`config.mk`:
```
export PLATFORM = sky130hd
export DESIGN_NAME = dtree_frame_sequencer_flat
export DESIGN_NICKNAME = d
export VERILOG_FILES = /design/src/rtl/dtree_frame_sequencer_if.sv /design/src/rtl/dtree_frame_sequencer.sv /design/src/flat_wrapper.sv
export SDC_FILE = /design/constraint.sdc
export NUM_CORES = 1
export LEC_CHECK = 0
export CAP_MARGIN = 30
export CORE_MARGIN = 4
export CORE_UTILIZATION = 51
export DETAILED_ROUTE_END_ITERATION = 16
export PLACE_DENSITY = 0.8
export RECOVER_POWER = 50
export SYNTH_ARGS = -nofsm -noshare
export SYNTH_HDL_FRONTEND = slang
export SYNTH_SLANG_ARGS = --single-unit
export TNS_END_PERCENT = 100
```
`constraint.sdc`:
```
create_clock -name clk -period 6.64 [get_ports clk]
set_clock_uncertainty 0.2 [all_clocks]
set_input_delay 1.66 -clock clk [delete_from_list [all_inputs] [get_ports clk]]
set_output_delay 1.66 -clock clk [all_outputs]
set_load 0.005 [all_outputs]
```
`src/rtl/dtree_frame_sequencer_if.sv`:
```
// Handshake bundle between the byte source / result sink and the frame sequencer.
// The sequencer uses the slave modport; the source/sink side uses master.
interface dtree_frame_sequencer_if #(
  parameter int FEAT_W  = 8,
  parameter int CLASS_W = 5
);
  logic               in_valid;
  logic               in_ready;
  logic [FEAT_W-1:0]  in_data;
  logic               in_last;
  logic               out_valid;
  logic               out_ready;
  logic [CLASS_W-1:0] out_class;

  modport master (
    output in_valid, in_data, in_last, out_ready,
    input  in_ready, out_valid, out_class
  );

  modport slave (
    input  in_valid, in_data, in_last, out_ready,
    output in_ready, out_valid, out_class
  );
endinterface

```
`src/rtl/dtree_frame_sequencer.sv`:
```
// Assembles a serial feature frame onto the decision-tree input bus, waits for the
// tree to settle, then captures and returns its class over a valid/ready handshake.
module dtree_frame_sequencer #(
  parameter int NUM_FEAT = 5,
  parameter int FEAT_W   = 8,
  parameter int CLASS_W  = 5,
  parameter int SETTLE   = 2,
  parameter int CNT_W    = 16
) (
  input  logic                       clk,
  input  logic                       rst,
  dtree_frame_sequencer_if.slave     bus,
  output logic [NUM_FEAT*FEAT_W-1:0] feat_bus,
  input  logic [CLASS_W-1:0]         class_in,
  output logic                       err_frame,
  output logic [CNT_W-1:0]           frame_cnt
);

  localparam int IDX_W = (NUM_FEAT > 1) ? $clog2(NUM_FEAT) : 1;
  localparam int SET_W = $clog2(SETTLE + 1);
  localparam logic [IDX_W-1:0] LAST_IDX   = IDX_W'(NUM_FEAT - 1);
  localparam logic [SET_W-1:0] SETTLE_END = SET_W'(SETTLE - 1);

  typedef enum logic [1:0] {
    LOAD   = 2'd0,
    SETTLE_ST = 2'd1,
    HOLD   = 2'd2
  } state_e;

  state_e                      state_q, state_d;
  logic [IDX_W-1:0]            idx_q, idx_d;
  logic [SET_W-1:0]            settle_q, settle_d;
  logic [NUM_FEAT*FEAT_W-1:0]  feat_q, feat_d;
  logic                        out_valid_q, out_valid_d;
  logic [CLASS_W-1:0]          out_class_q, out_class_d;
  logic                        err_q, err_d;
  logic [CNT_W-1:0]            cnt_q, cnt_d;
  logic                        in_ready;

  assign in_ready      = (state_q == LOAD);
  assign bus.in_ready  = in_ready;
  assign bus.out_valid = out_valid_q;
  assign bus.out_class = out_class_q;
  assign feat_bus      = feat_q;
  assign err_frame     = err_q;
  assign frame_cnt     = cnt_q;

  // Every accepted byte lands in its slot, even in a malformed frame; errors only restart idx.
  always_comb begin
    state_d     = state_q;
    idx_d       = idx_q;
    settle_d    = settle_q;
    feat_d      = feat_q;
    out_valid_d = out_valid_q;
    out_class_d = out_class_q;
    err_d       = 1'b0;
    cnt_d       = cnt_q;

    unique case (state_q)
      LOAD: begin
        if (bus.in_valid && in_ready) begin
          feat_d[idx_q*FEAT_W +: FEAT_W] = bus.in_data;
          if (idx_q == LAST_IDX) begin
            idx_d = '0;
            if (bus.in_last) begin
              state_d  = SETTLE_ST;
              settle_d = '0;
            end else begin
              err_d = 1'b1;
            end
          end else if (bus.in_last) begin
            idx_d = '0;
            err_d = 1'b1;
          end else begin
            idx_d = idx_q + 1'b1;
          end
        end
      end

      SETTLE_ST: begin
        settle_d = settle_q + 1'b1;
        if (settle_q == SETTLE_END) begin
          out_class_d = class_in;
          out_valid_d = 1'b1;
          state_d     = HOLD;
        end
      end

      HOLD: begin
        if (bus.out_ready) begin
          out_valid_d = 1'b0;
          cnt_d       = cnt_q + 1'b1;
          state_d     = LOAD;
        end
      end

      default: state_d = LOAD;
    endcase
  end

  always_ff @(posedge clk) begin
    if (rst) begin
      state_q     <= LOAD;
      idx_q       <= '0;
      settle_q    <= '0;
      feat_q      <= '0;
      out_valid_q <= 1'b0;
      out_class_q <= '0;
      err_q       <= 1'b0;
      cnt_q       <= '0;
    end else begin
      state_q     <= state_d;
      idx_q       <= idx_d;
      settle_q    <= settle_d;
      feat_q      <= feat_d;
      out_valid_q <= out_valid_d;
      out_class_q <= out_class_d;
      err_q       <= err_d;
      cnt_q       <= cnt_d;
    end
  end

endmodule

```
`src/flat_wrapper.sv`:
```
// flat-port wrapper written by rule: the top's interface ports become plain ports
module dtree_frame_sequencer_flat 
#(
  parameter int NUM_FEAT = 5,
  parameter int FEAT_W   = 8,
  parameter int CLASS_W  = 5,
  parameter int SETTLE   = 2,
  parameter int CNT_W    = 16
)
  (clk, rst, feat_bus, class_in, err_frame, frame_cnt, bus_in_valid, bus_in_data, bus_in_last, bus_out_ready, bus_in_ready, bus_out_valid, bus_out_class);
  dtree_frame_sequencer_if #(.FEAT_W(FEAT_W), .CLASS_W(CLASS_W)) bus_i ();
  input  logic clk;
  input  logic rst;
  output logic [NUM_FEAT*FEAT_W-1:0] feat_bus;
  input  logic [CLASS_W-1:0] class_in;
  output logic err_frame;
  output logic [CNT_W-1:0] frame_cnt;
  input wire logic [$bits(bus_i.in_valid)-1:0] bus_in_valid;
  input wire logic [$bits(bus_i.in_data)-1:0] bus_in_data;
  input wire logic [$bits(bus_i.in_last)-1:0] bus_in_last;
  input wire logic [$bits(bus_i.out_ready)-1:0] bus_out_ready;
  output wire logic [$bits(bus_i.in_ready)-1:0] bus_in_ready;
  output wire logic [$bits(bus_i.out_valid)-1:0] bus_out_valid;
  output wire logic [$bits(bus_i.out_class)-1:0] bus_out_class;
  assign bus_i.in_valid = bus_in_valid;
  assign bus_i.in_data = bus_in_data;
  assign bus_i.in_last = bus_in_last;
  assign bus_i.out_ready = bus_out_ready;
  assign bus_in_ready = bus_i.in_ready;
  assign bus_out_valid = bus_i.out_valid;
  assign bus_out_class = bus_i.out_class;
  dtree_frame_sequencer #(.NUM_FEAT(NUM_FEAT), .FEAT_W(FEAT_W), .CLASS_W(CLASS_W), .SETTLE(SETTLE), .CNT_W(CNT_W)) u_core (.clk(clk), .rst(rst), .bus(bus_i), .feat_bus(feat_bus), .class_in(class_in), .err_frame(err_frame), .frame_cnt(frame_cnt));
endmodule
```
* After elaboration in Yosys (flattened, before gate mapping)
Index checks and enable logic that the tools add are counted. W data, S select, Z words.
Word-level totals: register bits after elaboration 70, input port bits 18, output and inout port bits 64, word-level logic and storage cells 55
Cells by class: add/sub/neg operators 4, eq/ne operators 9, shift-type cells 2, muxes and demuxes 19, bitwise logic cells 2, reduce and logical (&&, ||, !) cells 11
Operators by type and width (number):
- $bwmux W40 | 1
- $shift A8 B34 Y40 const A | 1
- $shiftx A8 B34 Y40 | 1
- $neg A6 Y34 | 1
- $add A16 B1 Y16 const B | 1
- $mux W2 | 8
- $ne A2 B2 Y1 const B | 4
- $mux W3 | 2
- $pmux W2 S3 | 1
- $reduce_and A2 Y1 | 3
- $mux W1 | 5
- $reduce_and A5 Y1 | 1
- $eq A2 B1 Y1 const B | 2
- $pmux W2 S2 | 1
- $reduce_and A4 Y1 | 1
- $reduce_bool A2 Y1 | 2
- $add A3 B1 Y3 const B | 1
- $eq A3 B3 Y1 const B | 1
- $reduce_and A3 Y1 | 1
- $reduce_or A3 Y1 | 1
- $add A2 B1 Y2 const B | 1
- $eq A2 B2 Y1 const B | 1
- $logic_not A2 Y1 | 1
- $ne A2 B1 Y1 const B | 1
- other kinds (3) | 4

* Logic depth before layout (Yosys ltp)
word-level depth 4, depth in mapped cells 10, gate-level depth less buffers 7

* Worst setup path after synthesis
No wires, ideal clock.
path type input to register, from input bus_in_valid, to register u_core.idx_q[1], library setup time 71 ps, data arrival time 2628 ps, required time 6369 ps, path slack 3741 ps, stages 3, path buffers 0, path through or3b_4 or4b_1 a21oi_1
Between the ends: word-level cells in the longest chain between the ends 2
Ends and longest elaborated chain:
- from (decl) | RTL line flat_wrapper.sv:18 | input wire logic [$bits(bus_i.in_valid)-1:0] bus_in_valid;
- $logic_and A1 B1 Y1 | RTL line dtree_frame_sequencer.sv:61 | if (bus.in_valid && in_ready) begin
- $reduce_and A2 Y1 (no source line)
- to (signal assigned) | RTL line dtree_frame_sequencer.sv:113 | idx_q <= idx_d;
- to (decl) | RTL line dtree_frame_sequencer.sv:31 | logic [IDX_W-1:0] idx_q, idx_d;
No other way between the ends. A chain may end at the register's enable or synchronous reset.

==> metrics.md <==
| Metric | Value |
|---|---|
| Lkg Pwr | 1.68 nW |
| Min-Delay Path Class | reg2reg |
| Failing checks | max-capacitance violations, max-slew violations |
| Largest delay share family, worst path | buffers and inverters |
| H-Tree Depth | 3 |
| Die span in y | 84.3 um |
| TNS Setup | 0 ns |
| Comb pwr share | 0.063 |
| Status | finished with violations |
| Total global-route track usage | 0.211 |
| Die width | 84.3 um |
| Starting Density | 0.533 |
| CP Max Fanout | 72 |
| Via-to-Cell Ratio | 5.29 |
| Num CTS Buffers | 9 |
| YS warnings | 0 |
| Syn Nets | 344 |
| Worst vdd ir | 0.000173 V |
| Final core occ | 0.712 |
| Fraction of layout cells with a size suffix above 1 | 0.0503 |
| Worst path slowest cell | clkbuf_1 |
| Register clock-pin slew on the reported worst setup and hold paths | 0.07 ns |
| Core Region | 5570 um2 |
| Std cell rows | 27 |
| Top cells by area, synth | dfxtp_1, mux2i_1, nor2_1 |
| Sw Share | 0.216 |
| Initial antenna violation count | 0 |
| Die area | 7110 um2 |
| Yosys cell types | 39 |
| WL final | 7150 um |
| Ys async rst share | 0 |
| DR iter-0 viols | 153 |
| Power share of the sequential group | 0.522 |
| Nets | 420 |
| DR WL/cell | 15.2 um |
| Hpwl dp | 5030 um |
| Psw | 0.177 mW |
| Resized cells post-CTS | 0 |
| CTS Sinks | 70 |
| Worst Path Required | 6.64 ns |
| Largest net degree at the start of global routing | 73 |
| Most common cell in the netlist | dfxtp_1 |
| Wire length of the first global-routing pass | 12100 um |
| Longest Clk Path Bufs | 2 |
| Worst-margin pin slew | 2.78 ns |
| Antenna Nets Post-Route | 0 |
| Via Count | 2487 |
| CP Data Arrival Time | 4.31 ns |
| Postcts setup bufs | 0 |
| Clock Latency Late Sink | 0.34 ns |
| PortBufs | 81 |
| ANT cells | 0 |
| Vias in the first global route | 2469 |
| Pins Over Slew Limit | 73 |
| I/O pins | 82 |
| Sequential area share after synthesis | 0.472 |
| Max Fclk | 232 MHz |
| Final Wtd Congestion | 0.820 |
| Int Power | 0.641 mW |
| CP Cell Sequence | buf_2 -> clkbuf_1 -> nor3_1 -> buf_4 -> nand3_1 -> o21ai_0 |
| CP endpoint kind | flop |
| Flops & latches, synth | 70 |
| Post-Synthesis Cells | 319 |
| Commonest cells in the netlist | dfxtp_1, nor2_1, mux2i_1 |
| CTS tree | done |
| WHS | 0.276 ns |
| Syn avg cell area | 9.31 um2 |
| GR Overflow Total | 0 |
| Crit start category | primary input |
| P&R area growth vs syn | 33.8% |
| CTS root buffer | clkbuf_8 |
| Power Dens Cells | 206 nW/um2 |
| # DRC | 0 |
| RSZ-0062 raised after global routing | false |
| CTS hold repair buffers | 0 |
| WP buf/inv | 3 |
| Max-cap violations | 1 |
| Fillers | 455 |
| Endpoints failing setup | 0 |
| Max incr delay on CP | 1.96 ns |
| Yosys top cell by area | dfxtp_1 |
| Clock share of power | 0.415 |
| Slew HR | -0.856 |
| Final Cell Area | 3970 um2 |
| TritonRoute pass-1 iters | 4 |
| Final hold viol count | 0 |
| Tcrit/Tclk final | 0.649 |
| Crit path time final | 4.31 ns |
| Area share of the largest cell type after synthesis | 0.472 |
| Worst Path Class, Setup | in2reg |
| DP Area | 3790 um2 |
| Post-synth EDFFs | 0 |
| Top FF cell, synth | dfxtp_1 |
| Synth Cell Area | 2970 um2 |
-- worst reg2reg max path, stage by stage, from the launching register on --
cell and delay [ns]:
dfxtp_1 0.50, inv_1 0.13, ha_1 0.26, ha_1 0.31
and3b_1 0.25, and4b_1 0.54, mux2i_1 0.29, nor2_1 0.05
-- registers in the layout, summed over array words and instances, names as in the netlist --
signal / flops
u_core.state_q: 2
u_core.frame_cnt: 16
u_core.bus.out_valid: 1
u_core.idx_q: 3
u_core.settle_q: 2
u_core.err_frame: 1
u_core.feat_bus: 40
u_core.bus.out_class: 5
-- per-layer routing --
| layer | vias up | GRT usage | share of wire |
|---|---|---|---|
| met5 | - | 0 | 0 |
| met1 | 1173 | 0.263 | 0.44 |
| li1 | 1239 | - | - |
| met2 | 64 | 0.357 | 0.50 |
| met3 | 11 | 0.0569 | 0.048 |
| met4 | 0 | 0.0614 | 0.014 |
-- cell type report --
cell class | count | area (um2) | area share
clock buffer | 13 | 159 | 0.0400
multi-input combinational | 223 | 1440 | 0.364
clock inverter | 1 | 30.0 | 0.00756
sequential | 70 | 1400 | 0.353
inverter | 8 | 30.0 | 0.00756
timing repair buffer | 83 | 817 | 0.206
tap | 72 | 90.1 | 0.0227
-- final timing paths --
kind	startpoint	to	slack, ns	cells after the start
worst max register to register	u_core.idx_q[0]$_SDFFE_PP0P_	u_core.feat_bus[26]$_SDFFE_PP0P_	3.89	7
worst min register to register	u_core.feat_bus[38]$_SDFFE_PP0P_	u_core.feat_bus[38]$_SDFFE_PP0P_	0.28	2
worst max-delay path	rst	u_core.feat_bus[36]$_SDFFE_PP0P_	2.33	6
worst min-delay path	u_core.feat_bus[38]$_SDFFE_PP0P_	u_core.feat_bus[38]$_SDFFE_PP0P_	0.28	2
-- power groups by stage --
stage / Clock (mW) / Sequential (mW) / Combinational (mW)
2_1_floorplan: 0 / 0.436 / 0.0258
3_3_place_gp: 0 / 0.436 / 0.0522
3_5_place_dp: 0 / 0.437 / 0.0526
4_1_cts: 0.344 / 0.427 / 0.0532
5_1_grt: 0.364 / 0.428 / 0.0565
6_report: 0.339 / 0.427 / 0.0518
-- through the flow --
step | worst slack (ns) | cells | power [mW]
floorplan | 3.74 | 319 | 0.462
global placement | 3.09 | 456 | 0.489
detailed placement | 2.99 | 456 | 0.489
CTS | 3.05 | 470 | 0.824
global route | 1.93 | 470 | 0.849
finish | 2.33 | 470 | 0.818
-- cells in the final DEF (no fill, tap or decap), types with 9 or more instances in the layout --
cell and n:
nor2_1 51, a21oi_1 9, mux2i_1 31, clkdlybuf4s50_1 44, clkbuf_8 11, nand2b_1 17, dfxtp_1 70, nand2_1 9
nand3_1 22, dlygate4sd3_1 36, o21ai_0 18
-- logic make-up (layout without fill, tap and decap cells) --
kind of cell / count (synthesis) / in the layout / share of synthesized area
simple gates: 140 / 140 / 0.255
fa+ha+maj: 7 / 7 / 0.0295
mux: 32 / 32 / 0.108
buf+inv: 26 / 105 / 0.0417
flops: 70 / 70 / 0.472
compound gates: 32 / 32 / 0.0577
xor+xnor: 12 / 12 / 0.0354
Power figures use the tool's default switching activity.
